===== config.mk =====
export PLATFORM = sky130hd
export DESIGN_NAME = alu_muldiv_seq
export DESIGN_NICKNAME = d
export VERILOG_FILES = /design/src/rtl/alu_muldiv_seq.sv
export SDC_FILE = /design/constraint.sdc
export NUM_CORES = 1
export LEC_CHECK = 0
export ABC_AREA = 1
export BUFFER_PORTS_ARGS = -buffer_cell sky130_fd_sc_hd__clkbuf_2
export CAP_MARGIN = 10
export CORE_ASPECT_RATIO = 2
export CORE_MARGIN = 5
export CORE_UTILIZATION = 43
export CTS_CLUSTER_SIZE = 8
export DETAILED_ROUTE_END_ITERATION = 6
export PLACE_DENSITY_LB_ADDON = 0.15
export SLEW_MARGIN = 5
export SYNTH_ARGS = -nofsm -noshare
export SYNTH_HDL_FRONTEND = slang
export SYNTH_SLANG_ARGS = --single-unit

===== constraint.sdc =====
create_clock -name clk -period 6.6 [get_ports clk]
set_input_delay 0.33 -clock clk [delete_from_list [all_inputs] [get_ports clk]]
set_output_delay 0.33 -clock clk [all_outputs]
set_load 0.05 [all_outputs]

===== src/rtl/alu_muldiv_seq.sv =====
// alu_muldiv_seq: multi-cycle MUL / DIVU / REMU sequencer for RV32 M-ops.
// It owns no adder. While busy it drives the shared core ALU through
// alu_src_a, alu_src_b and alu_operation, and it consumes alu_result in the same cycle.
// MUL is shift-and-add. DIVU/REMU use restoring division, MSB first.
// Optional feature: define MULDIV_EARLY_EXIT_EN to let MUL stop once the remaining
// multiplier is zero. It is off by default, which gives a fixed latency.
module alu_muldiv_seq #(
    parameter int DATA_WIDTH    = 32,
    parameter int OPCODE_LENGTH = 4
) (
    input  logic                     clk,
    input  logic                     reset,
    input  logic                     start,
    input  logic [1:0]               op,
    input  logic [DATA_WIDTH-1:0]    operand_a,
    input  logic [DATA_WIDTH-1:0]    operand_b,
    output logic                     busy,
    output logic                     done,
    output logic [DATA_WIDTH-1:0]    result,
    output logic [DATA_WIDTH-1:0]    alu_src_a,
    output logic [DATA_WIDTH-1:0]    alu_src_b,
    output logic [OPCODE_LENGTH-1:0] alu_operation,
    input  logic [DATA_WIDTH-1:0]    alu_result
);

    localparam int CW = $clog2(DATA_WIDTH);

    localparam logic [OPCODE_LENGTH-1:0] ALU_ADD = OPCODE_LENGTH'(4'b0010);
    localparam logic [OPCODE_LENGTH-1:0] ALU_SUB = OPCODE_LENGTH'(4'b0110);

    localparam logic [1:0] OP_MUL  = 2'b00;
    localparam logic [1:0] OP_DIVU = 2'b01;
    localparam logic [1:0] OP_REMU = 2'b10;
    localparam logic [1:0] OP_RSV  = 2'b11;

    typedef enum logic [1:0] {StIdle, StRun, StDone} state_e;

    state_e                state_q, state_d;
    logic [1:0]            op_q, op_d;
    // The three working registers have different roles for each operation.
    // acc_q holds the product accumulator for MUL and the partial remainder for DIV.
    // ra_q holds the shifting multiplicand for MUL. For DIV it starts as the dividend,
    // and quotient bits shift in from the right as dividend bits leave on the left.
    // rb_q holds the shifting multiplier for MUL and the fixed divisor for DIV.
    logic [DATA_WIDTH-1:0] acc_q, acc_d;
    logic [DATA_WIDTH-1:0] ra_q, ra_d;
    logic [DATA_WIDTH-1:0] rb_q, rb_d;
    logic [CW-1:0]         count_q, count_d;
    logic [DATA_WIDTH-1:0] result_q, result_d;
    logic                  last_iter;

    // Partial remainder extended by the next dividend bit.
    // The comparison is one bit wider than the data, so a remainder with its MSB set
    // still compares correctly.
    logic [DATA_WIDTH:0]   r33;
    logic                  div_ge;

    assign r33    = {acc_q, ra_q[DATA_WIDTH-1]};
    assign div_ge = (r33 >= {1'b0, rb_q});

    assign busy   = (state_q == StRun);
    assign done   = (state_q == StDone);
    assign result = result_q;

    // Drive the shared ALU only while iterating; it sees zeros otherwise.
    always_comb begin
        alu_src_a     = '0;
        alu_src_b     = '0;
        alu_operation = '0;
        if (state_q == StRun) begin
            if (op_q == OP_MUL) begin
                alu_src_a     = acc_q;
                alu_src_b     = ra_q;
                alu_operation = ALU_ADD;
            end else begin
                // SUB is issued even when r33 < divisor; that result is simply not used.
                alu_src_a     = r33[DATA_WIDTH-1:0];
                alu_src_b     = rb_q;
                alu_operation = ALU_SUB;
            end
        end
    end

    // Next-state logic: accept requests, iterate, and capture the result on the last step.
    always_comb begin
        state_d   = state_q;
        op_d      = op_q;
        acc_d     = acc_q;
        ra_d      = ra_q;
        rb_d      = rb_q;
        count_d   = count_q;
        result_d  = result_q;
        last_iter = 1'b0;
        unique case (state_q)
            StIdle, StDone: begin
                // DONE lasts exactly one cycle, but it accepts a new request like IDLE does.
                state_d = StIdle;
                if (start) begin
                    op_d    = op;
                    acc_d   = '0;
                    ra_d    = operand_a;
                    rb_d    = operand_b;
                    count_d = '0;
                    state_d = StRun;
                    if (op == OP_RSV) begin
                        state_d  = StDone;
                        result_d = '0;
                    end else if ((op != OP_MUL) && (operand_b == '0)) begin
                        state_d  = StDone;
                        result_d = (op == OP_DIVU) ? '1 : operand_a;
                    end
`ifdef MULDIV_EARLY_EXIT_EN
                    else if ((op == OP_MUL) && (operand_b == '0)) begin
                        state_d  = StDone;
                        result_d = '0;
                    end
`endif
                end
            end
            StRun: begin
                count_d = count_q + 1'b1;
                if (op_q == OP_MUL) begin
                    if (rb_q[0]) begin
                        acc_d = alu_result;
                    end
                    ra_d = ra_q << 1;
                    rb_d = rb_q >> 1;
`ifdef MULDIV_EARLY_EXIT_EN
                    // Stop once no set multiplier bits remain for later iterations.
                    last_iter = (count_q == CW'(DATA_WIDTH - 1)) ||
                                (rb_q[DATA_WIDTH-1:1] == '0);
`else
                    last_iter = (count_q == CW'(DATA_WIDTH - 1));
`endif
                    if (last_iter) begin
                        result_d = acc_d;
                    end
                end else begin
                    acc_d     = div_ge ? alu_result : r33[DATA_WIDTH-1:0];
                    ra_d      = {ra_q[DATA_WIDTH-2:0], div_ge};
                    last_iter = (count_q == CW'(DATA_WIDTH - 1));
                    if (last_iter) begin
                        result_d = (op_q == OP_DIVU) ? ra_d : acc_d;
                    end
                end
                if (last_iter) begin
                    state_d = StDone;
                end
            end
            default: state_d = StIdle;
        endcase
    end

    // State and datapath registers. Reset is asynchronous and discards any partial work.
    always_ff @(posedge clk or posedge reset) begin
        if (reset) begin
            state_q  <= StIdle;
            op_q     <= '0;
            acc_q    <= '0;
            ra_q     <= '0;
            rb_q     <= '0;
            count_q  <= '0;
            result_q <= '0;
        end else begin
            state_q  <= state_d;
            op_q     <= op_d;
            acc_q    <= acc_d;
            ra_q     <= ra_d;
            rb_q     <= rb_d;
            count_q  <= count_d;
            result_q <= result_d;
        end
    end

endmodule


==> After elaboration in Yosys (flattened, before gate mapping) <==
Cells that the tools add are included.
{ "totals": {"out_inout_bits": 102, "elab_cells": 65, "register_bits": 137} }
{ "classes": {"reduce_logical": 11, "order_cmp": 1, "add_sub_neg": 1, "muxes": 34, "n_eq_ne": 11} }
{ "op_table": {"columns": ["operator", "n"], "rows": [
  ["$mux W32", 19],
  ["$pmux W32 S2", 4],
  ["$ge A33 B32 Y1", 1],
  ["$logic_not A32 Y1", 1],
  ["$pmux W5 S2", 1],
  ["$mux W2", 4],
  ["$eq A2 B1 Y1 const B", 3],
  ["$mux W3", 2],
  ["$ne A2 B1 Y1 const B", 3],
  ["$add A5 B1 Y5 const B", 1],
  ["$eq A5 B5 Y1 const B", 1],
  ["$mux W5", 1],
  ["$eq A2 B2 Y1 const B", 2],
  ["$logic_not A2 Y1", 2],
  ["$pmux W2 S2", 1],
  ["$reduce_and A2 Y1", 2],
  ["$reduce_and A4 Y1", 1],
  ["$reduce_bool A2 Y1", 2],
  ["$ne A3 B3 Y1 const B", 1],
  ["$reduce_and A3 Y1", 1],
  ["$mux W1", 2],
  ["$ne A2 B2 Y1 const B", 1],
  ["$reduce_or A2 Y1", 1],
  ["$logic_and A1 B1 Y1", 1]
]} }

==> Longest topological paths before layout <==
Gate-level depths: netlist of the first run.
{ "logic_depth": {"word_depth": 6, "mapped_depth": 17, "ltp_nobuf": 17} }

==> Worst setup path before layout of the first run <==
OpenSTA, ideal clock, no wires.
{ "synth_timing": {"kind": "flip-flop to output port", "start": "register state_q[1]", "end": "output port alu_src_a[0]", "t_arrival_ps": 2007, "path_stages_with_launch": 8, "slack_ps": 4263, "path_cell_list": "dfrtp_1 nor2_2 inv_1 nor2_2 inv_1 clkbuf_1 buf_2 o22ai_1"} }
{ "synth_via": {"elab_chain_cells": 2} }
{ "synth_rtl": {"columns": ["item", "line", "text"], "rows": [
  ["start: declaration", "38", "state_e state_q, state_d;"],
  ["start signal: assignment", "157", "state_q <= StIdle;"],
  ["start signal: assignment", "165", "state_q <= state_d;"],
  ["$eq A2 B1 Y1", "70", "if (state_q == StRun) begin"],
  ["$mux W32", "70", null],
  ["end: declaration", "20", "output logic [DATA_WIDTH-1:0] alu_src_a,"]
]} }
Every way passes these cells.

==> Final worst setup path of the first run <==
{ "layout_timing": {"start": "register state_q[1]", "end": "output port alu_src_b[27]"} }
{ "layout_via": {"elab_chain_cells": 2} }
{ "layout_rtl": {"columns": ["item", "line", "text"], "rows": [
  ["$eq A2 B1 Y1", "70", null],
  ["$mux W32", "70", null],
  ["end: declaration", "21", "output logic [DATA_WIDTH-1:0] alu_src_b,"]
]} }
Every way passes these cells.

==> results.tsv, run 1 <==
metric	value	unit
core	20800	um^2
ys_ff_latch	137	
hold_violations	0	
critPathArrivalTime	3.87	ns
dr.pass1.iters	7	
tns	0	ns
cpPeakStageDelay	0.89	ns
slowest_stage	nor2_4	
routed_via_density	5.98	
post-synth-top-count-cell	nand2_1	
max_cap_violations	0	
ios	203	
fin_area	10600	um^2
dp_hpwl	25.2	mm
seqCellArea	3430	um^2
yosysTopAreaCell	dfrtp_1	
ant_nets	0	
violations	design-rule violations	
synthCells	1238	
yosys.area.top_type_share	0.381	
relSlewSlack	0.192	
setup_viol	0	
ys_seq_area_frac	0.381	
crit_family	buffers and inverters	
dieHeight	215	um
antenna_found_initial	0	
grt_pass1_vias	10134	
status	finished with violations	
synth_ff_type	dfrtp_1	
syn_to_final_growth	17.8	%
track_usage	0.300	
fmax	0.238	GHz
grt_pass1_wl	56.8	mm
fillers	2156	
cts.sinks	137	
cts.repair.resized	0	
synth.avg_cell_area	7.28	um^2
ys_types	36	
fin_crit_sh	0.637	
rsz0062_at_grt	no	
crit_chain	nor2_4 > inv_1 > nor2_2 > inv_2 > buf_4 > o22ai_1 > clkbuf_2	
crit_type	reg -> out	
syn-cell-area	9010	um^2
final_layout_size_suffix_gt1_frac	0.187	
die_w	112	um
fin_util	0.509	
final_nets	1520	
drt-total-wl	36.9	mm
cts_tree	done	
drtIter0Drc	938	
multi_input_area	4610	um^2
initial_core_util	0.432	
clock-root-buffer	clkbuf_16	
drc	1	
place_area	10000	um^2
cts_buffer_depth	2	
port_buffers	200	
crit_buf_inv	4	
cts_setup_buffers	0	
hp-class	in -> async	
cts.clk_slew.worst_paths	0.06	ns
skew	0.00679	ns
vias	9975	
drv_slew	0	
async_flop_share	1.00	
die_area	24100	um^2
h-tree-depth	4	
synthTopCellsByCount	nand2_1, inv_1, dfrtp_1, nor2_1, o21ai_0	
start_kind	flop	
global_route.overflow_total	0	
cts_hold_buffers	0	
layout_min_cycle_time	4.20	ns
antenna_cells	0	
cp_max_fo	48	
gp_congestion	0.895	
grt_max_degree	85	
synth-edff-count	0	
cp_data_required_time	6.27	ns
synth.top_cells.by_area	dfrtp_1, nand2_1, o211ai_1	
fp-row-count	75	
yosys_warnings	0	
crit_path_end_kind	output pin	
worst_pin_slew	1.21	ns
wl_per_cell	22.1	um
cts_inserted_buffers	17	
clock_latency	0.42	ns
worst paths after layout:
check	start	end	slack (ns)	cells past startpoint
hold reg to reg	count_q[3]	count_q[3]	0.48	1
hold / removal	reset	result[24]	0.05	2
setup / recovery	state_q[1]	alu_src_b[27]	2.40	7
setup reg to reg	state_q[1]	rb_q[16]	2.62	6
max in group asynchronous	reset	ra_q[14]	5.27	3
min in group clk	operand_a[4]	ra_q[4]	0.16	3
layer usage:
| metal | vias to the layer above | GRT usage | part of all wire |
|---|---|---|---|
| li1 | 4521 | - | - |
| met1 | 4744 | 0.341 | 0.36 |
| met2 | 565 | 0.525 | 0.51 |
| met3 | 145 | 0.0464 | 0.070 |
| met4 | 0 | 0.175 | 0.064 |
| met5 | - | 0 | 0 |
per-stage QoR:
step	hold slack (ns)	cells	setup slack [ns]
CTS	0.0909	1667	2.39
floorplan	0.440	1239	2.60
finish	0.0461	1667	2.40
global route	0.122	1667	2.15
detailed placement	0.469	1635	2.63
global placement	0.454	1635	2.74
kinds of logic (layout without fill, tap and decap cells):
group                    count (synthesis)  after routing  synth area share
other                                    1              2          0.000416
flip-flops                             137            137             0.381
buffers and inverters                  238            397             0.109
AND/OR/NAND/NOR                        482            482             0.220
AO/OA/AOI/OAI                          346            346             0.242
adder cells (fa/ha/maj)                 34             34            0.0472
cells in the final DEF, fill, tap and decap left out, types with 2 or more instances in the layout:
cell type / netlist / layout
a211oi_1: 18 / 18
a21o_1: 2 / 2
a21oi_1: 61 / 61
a22o_1: 2 / 2
a22oi_1: 3 / 3
buf_4: 7 / 11
bufinv_16: 0 / 2
clkbuf_1: 37 / 5
clkbuf_16: 0 / 17
clkbuf_2: 1 / 200
clkbuf_8: 0 / 2
clkinv_2: 0 / 4
clkinvlp_4: 0 / 2
conb_1: 1 / 2
dfrtp_1: 137 / 137
ha_1: 34 / 34
inv_1: 150 / 147
inv_2: 3 / 5
nand2_1: 262 / 259
nand2_2: 4 / 7
nand3_1: 85 / 85
nor2_1: 115 / 114
nor2_2: 5 / 5
nor2_4: 1 / 2
nor4_1: 4 / 4
o2111ai_1: 13 / 13
o211ai_1: 82 / 82
o21ai_0: 88 / 88
o221ai_1: 10 / 10
o22ai_1: 63 / 63
o311ai_0: 4 / 4
worst register-to-register path, delay by kind of cell, from the launching register on:
family                 cells  cell delay [ns]
AOI/OAI and AO/OA          2             0.34
DFF                        1             0.40
and+or+nand+nor            3             2.56
buffers and inverters      1             0.57
final cells by class:
cell class | instances | area share
Multi-Input combinational cell | 864 | 0.435
Clock inverter | 8 | 0.00896
Sequential cell | 137 | 0.323
Tap cell | 269 | 0.0317
Clock buffer | 24 | 0.0445
Timing Repair Buffer | 211 | 0.102
Inverter | 154 | 0.0549
state kept, by name (all words and copies together) (netlist names):
name / count
acc_q: 32
count_q: 5
op_q: 2
ra_q: 32
rb_q: 32
result: 32
state_q: 2
Power of run 1 is not shown: default switching activity piles up to over one toggle a cycle in this logic, so the estimate is an artifact.
==> run 2: changes to the inputs <==
Clock period 6.6 ns to 4.2 ns, I/O delays scaled along.
==> run 2 against run 1 <==
  * The flow now finishes without violations
  * Design area increased by 0.73%
  * Wire length increased by 0.27%
  * Global-route usage increased by 0.15 points
  * Worst hold slack got worse by 0.024 ns
  * Via count decreased by 0.42%
  * First-iteration DRC count decreased by 23%
  * Utilization increased by 0.37 points
  * Worst setup slack got worse by 1.4 ns
  * Critical path type unchanged
==> results.tsv, run 2 (same netlist as run 1, synthesis figures left out) <==
metric	value	unit	change
status	completed		
critPathArrivalTime	2.99	ns	-0.88 ns
worstHoldPathCells	3		
reg2reg_slack	1.19	ns	-1.43 ns
ant_nets	0		unchanged
fmax	0.312	GHz	
start_kind	flop		
global_route.overflow_total	0		unchanged
wl_met1	13.4	mm	+0.69%
dieHeight	215	um	unchanged
clock_latency	0.43	ns	about the same
initial_core_util	0.432		unchanged
track_usage	0.302		+0.00147
ios	203		unchanged
antenna_cells	0		unchanged
h-tree-depth	4		unchanged
cts.repair.resized	0		unchanged
layout_min_cycle_time	3.20	ns	
drv_slew	0		unchanged
cts.sinks	137		unchanged
worst_pin_slew	1.14	ns	-0.0647 ns
gp_congestion	0.912		+1.9%
r2r_end	rb_q[13]		
grt_max_degree	79		-7.1%
antenna_found_initial	0		unchanged
routed_via_density	5.93		-0.96%
wl_per_cell	22.1	um	-0.26%
reg2reg_depth	6		unchanged
setup_viol	0		unchanged
clock-root-buffer	clkbuf_16		
grt_pass1_wl	56.6	mm	-0.34%
fin_crit_sh	0.763		
port_buffers	200		unchanged
min-delay-start	operand_a[6]		
cts_inserted_buffers	17		unchanged
max_cap_violations	0		unchanged
drt-total-wl	37.0	mm	+0.27%
dr.pass1.iters	7		unchanged
fillers	2152		-0.19%
crit_type	reg -> out		
final_cell_mix	nand2_1, clkbuf_2, inv_1		
top_layer	met4		
cts_buffer_depth	2		unchanged
skew	0.00909	ns	+0.00230 ns
wl_met2	18.7	mm	+0.34%
core	20800	um^2	unchanged
final_layout_size_suffix_gt1_frac	0.193		+0.00520
syn_to_final_growth	18.7	%	
final_nets	1531		+0.72%
r2r_start	state_q[1]		
dp_hpwl	25.9	mm	+2.4%
die_area	24100	um^2	unchanged
holdPathEnd	ra_q[6]		
die_w	112	um	unchanged
cts_setup_buffers	0		unchanged
cts_tree	done		
hold_violations	0		unchanged
mostFrequentLayoutCell	nand2_1		
cp_max_fo	40		-17%
relSlewSlack	0.237		+0.0454
vias	9933		-0.42%
hp-class	in -> reg		
tns	0	ns	unchanged
fp-row-count	75		unchanged
rsz0062_at_grt	no		
drc	0		-1
wl_met3	2.60	mm	about the same
cts.clk_slew.worst_paths	0.06	ns	about the same
drtIter0Drc	723		-23%
crit_path_end_kind	output pin		
cp_data_required_time	3.99	ns	-2.28 ns
grt_pass1_vias	10146		+0.12%
-- run 2: layout make-up --
type | count | area [um^2] | area share
Multi-Input combinational cell | 864 | 4610 | 0.431
Sequential cell | 137 | 3430 | 0.321
Timing Repair Buffer | 222 | 1170 | 0.109
Inverter | 154 | 583 | 0.0545
Clock buffer | 22 | 464 | 0.0434
Tap cell | 269 | 337 | 0.0315
Clock inverter | 8 | 97.6 | 0.00913
-- run 2: how the worst max path moves through the flow --
stage               start            end  slack [ns]
6_report       state_q[0]  alu_src_b[18]         1.0
5_1_grt        state_q[0]  alu_src_a[12]        0.88
4_1_cts        state_q[1]  alu_src_b[27]        1.01
3_5_place_dp   state_q[1]       rb_q[29]        1.18
3_3_place_gp   state_q[1]        rb_q[4]        1.28
2_1_floorplan       reset       acc_q[0]        0.32
-- run 2: per-stage QoR --
stage | worst slack [ns] | cells | hold WS, ns | instance area (um^2) | utilization
after floorplan | 0.322 | 1239 | 0.331 | 9010 | -
after global placement | 1.28 | 1645 | 0.320 | 10100 | 0.486
after detailed placement | 1.18 | 1645 | 0.318 | 10100 | 0.486
after global routing | 0.882 | 1676 | 0.0355 | 10700 | 0.513
final | 0.997 | 1676 | 0.0217 | 10700 | 0.513
after CTS | 1.01 | 1676 | 0.0194 | 10700 | 0.513
-- run 2: metal layers --
metal | vias to the layer above | GRT usage
met5 | - | 0
met4 | 0 | 0.183
met3 | 135 | 0.0433
met2 | 520 | 0.522
met1 | 4742 | 0.347
li1 | 4536 | -
-- run 2: timing repair --
action | 4_1_cts | 5_1_grt
setup endpoints to repair | 0 | 0
hold endpoints to repair | 59 | 0
hold buffers | 1 | 0
-- run 2: critical path, stage by stage (launching register included) --
cell      delay [ns]
dfrtp_1         0.39
inv_2           0.08
nor2_4          0.03
inv_1           0.50
nor2_2          0.09
inv_2           0.41
buf_4           0.53
o22ai_1         0.20
clkbuf_2        0.29
Power of run 2 is left out for the same reason.
==> run 3: changes to the inputs <==
Clock period 4.2 ns to 3.14 ns, I/O delays scaled along.
==> run 3 against run 2 <==
  * Worst setup slack lost 0.74 ns
  * Register-to-register slack lost 0.57 ns
  * Final cell count grew 2.0%
  * Wire length grew 2.2%
  * Flip-flop and latch count is the same
  * Via count grew 2.0%
  * Highest routed layer unchanged
==> results.tsv, run 3 (same netlist as run 1, synthesis figures left out) <==
metric	value	unit	change
finalNonFillerCells	1710		+2.0%
top_layer	met4		
port_buffers	200		unchanged
cts.sinks	137		unchanged
relSlewSlack	0.368		+0.131
fp-row-count	75		unchanged
crit_type	reg -> out		
cts.clk_slew.worst_paths	0.06	ns	about the same
drtIter0Drc	798		+10%
grt_max_degree	78		-1.3%
wl_per_cell	22.1	um	+0.19%
clock-root-buffer	clkbuf_16		
final_cell_mix	nand2_1, inv_1, dfrtp_1		
cp_data_required_time	2.98	ns	-1.01 ns
antenna_found_initial	3		+3
wl_met1	12.9	mm	-3.6%
die_w	112	um	unchanged
drv_slew	0		unchanged
track_usage	0.309		+0.00755
cts_buffer_depth	2		unchanged
cp_max_fo	32		-20%
max_cap_violations	0		unchanged
ant_nets	0		unchanged
fillers	1994		-7.3%
status	completed		
start_kind	flop		
cts_setup_buffers	0		unchanged
dieHeight	215	um	unchanged
clock_latency	0.43	ns	about the same
ios	203		unchanged
worst_pin_slew	0.947	ns	-0.194 ns
vias	10133		+2.0%
grt_pass1_wl	58.0	mm	+2.5%
seqCellArea	3430	um^2	unchanged
dp_cells	1652		+0.43%
worstHoldPathCells	3		unchanged
initial_core_util	0.432		unchanged
rsz0062_at_grt	no		
global_route.overflow_total	0		unchanged
setup_viol	0		unchanged
fmax	0.347	GHz	
dr.pass1.iters	6		-1
cts_inserted_buffers	17		unchanged
dp_hpwl	26.3	mm	+1.8%
reg2reg_depth	8		+2
crit_path_end_kind	output pin		
reg2reg_slack	0.62	ns	-0.57 ns
gp_congestion	0.927		+1.7%
critPathArrivalTime	2.72	ns	-0.27 ns
skew	0.0116	ns	+0.00246 ns
mostFrequentLayoutCell	nand2_1		
syn_to_final_growth	33.8	%	
fin_crit_sh	0.917		
wl_met2	19.2	mm	+2.8%
h-tree-depth	4		unchanged
cts_tree	done		
hp-class	in -> reg		
drt-total-wl	37.8	mm	+2.2%
drc	0		unchanged
layout_min_cycle_time	2.88	ns	
routed_via_density	5.93		about the same
final_layout_size_suffix_gt1_frac	0.197		+0.00419
core	20800	um^2	unchanged
grt_pass1_vias	10252		+1.0%
die_area	24100	um^2	unchanged
tns	0	ns	unchanged
wl_met3	2.70	mm	+4.0%
hold_violations	0		unchanged
final_nets	1560		+1.9%
multi_input_area	4610	um^2	unchanged
==> run 3: cell count changes in the layout (fill, tap and decap cells not counted), moves of 2 or more <==
cell           previous run  this run
dlygate4sd3_1             1        23
buf_4                    21        24
bufinv_16                 2         4
clkbuf_1                  3         0
diode_2                   0         3
buf_12                    0        68
clkbuf_2                200       136
==> run 3: worst paths after layout <==
| kind | start | end |
|---|---|---|
| min in group asynchronous | reset | rb_q[29] |
| hold reg to reg | count_q[3] | count_q[3] |
| hold / removal | operand_b[7] | rb_q[7] |
| setup reg to reg | state_q[1] | result[9] |
| setup / recovery | state_q[1] | alu_src_b[24] |
| max in group asynchronous | reset | ra_q[13] |
==> run 3: timing repair <==
item                       4_1_cts  5_1_grt
setup endpoints to repair        0        0
resized for setup                0        0
hold endpoints to repair        59        0
hold buffers                    23        0
==> run 3: area by class of cell <==
type / count / area share
Inverter: 154 / 0.0483
Multi-Input combinational cell: 864 / 0.382
Clock inverter: 12 / 0.0142
Clock buffer: 20 / 0.0387
Antenna cell: 3 / 0.000623
Sequential cell: 137 / 0.284
Tap cell: 269 / 0.0279
Timing Repair Buffer: 251 / 0.203
==> run 3: critical path, cell delays in order (launching register included) <==
cell and delay [ns]:
dfrtp_1 0.40, nor2_4 0.38, nand2_2 0.49, buf_4 0.43
o22ai_1 0.36, buf_12 0.19
==> run 3: stage by stage <==
stage | util | area, um^2 | hold slack [ns] | worst slack [ns]
finish | 0.579 | 12100 | 0.00620 | 0.260
global route | 0.579 | 12100 | 0.0109 | 0.207
CTS | 0.578 | 12000 | 0.00150 | 0.297
detailed placement | 0.537 | 11200 | 0.395 | 0.650
global placement | 0.537 | 11200 | 0.389 | 0.693
floorplan | - | 9020 | 0.278 | 0.976
==> run 3: routing by layer <==
layer  track usage  vias to the layer above
li1              -                     4608
met5             0                        -
met4         0.223                        0
met1         0.339                     4768
met3        0.0543                      182
met2         0.529                      575
Power of run 3 is left out for the same reason.
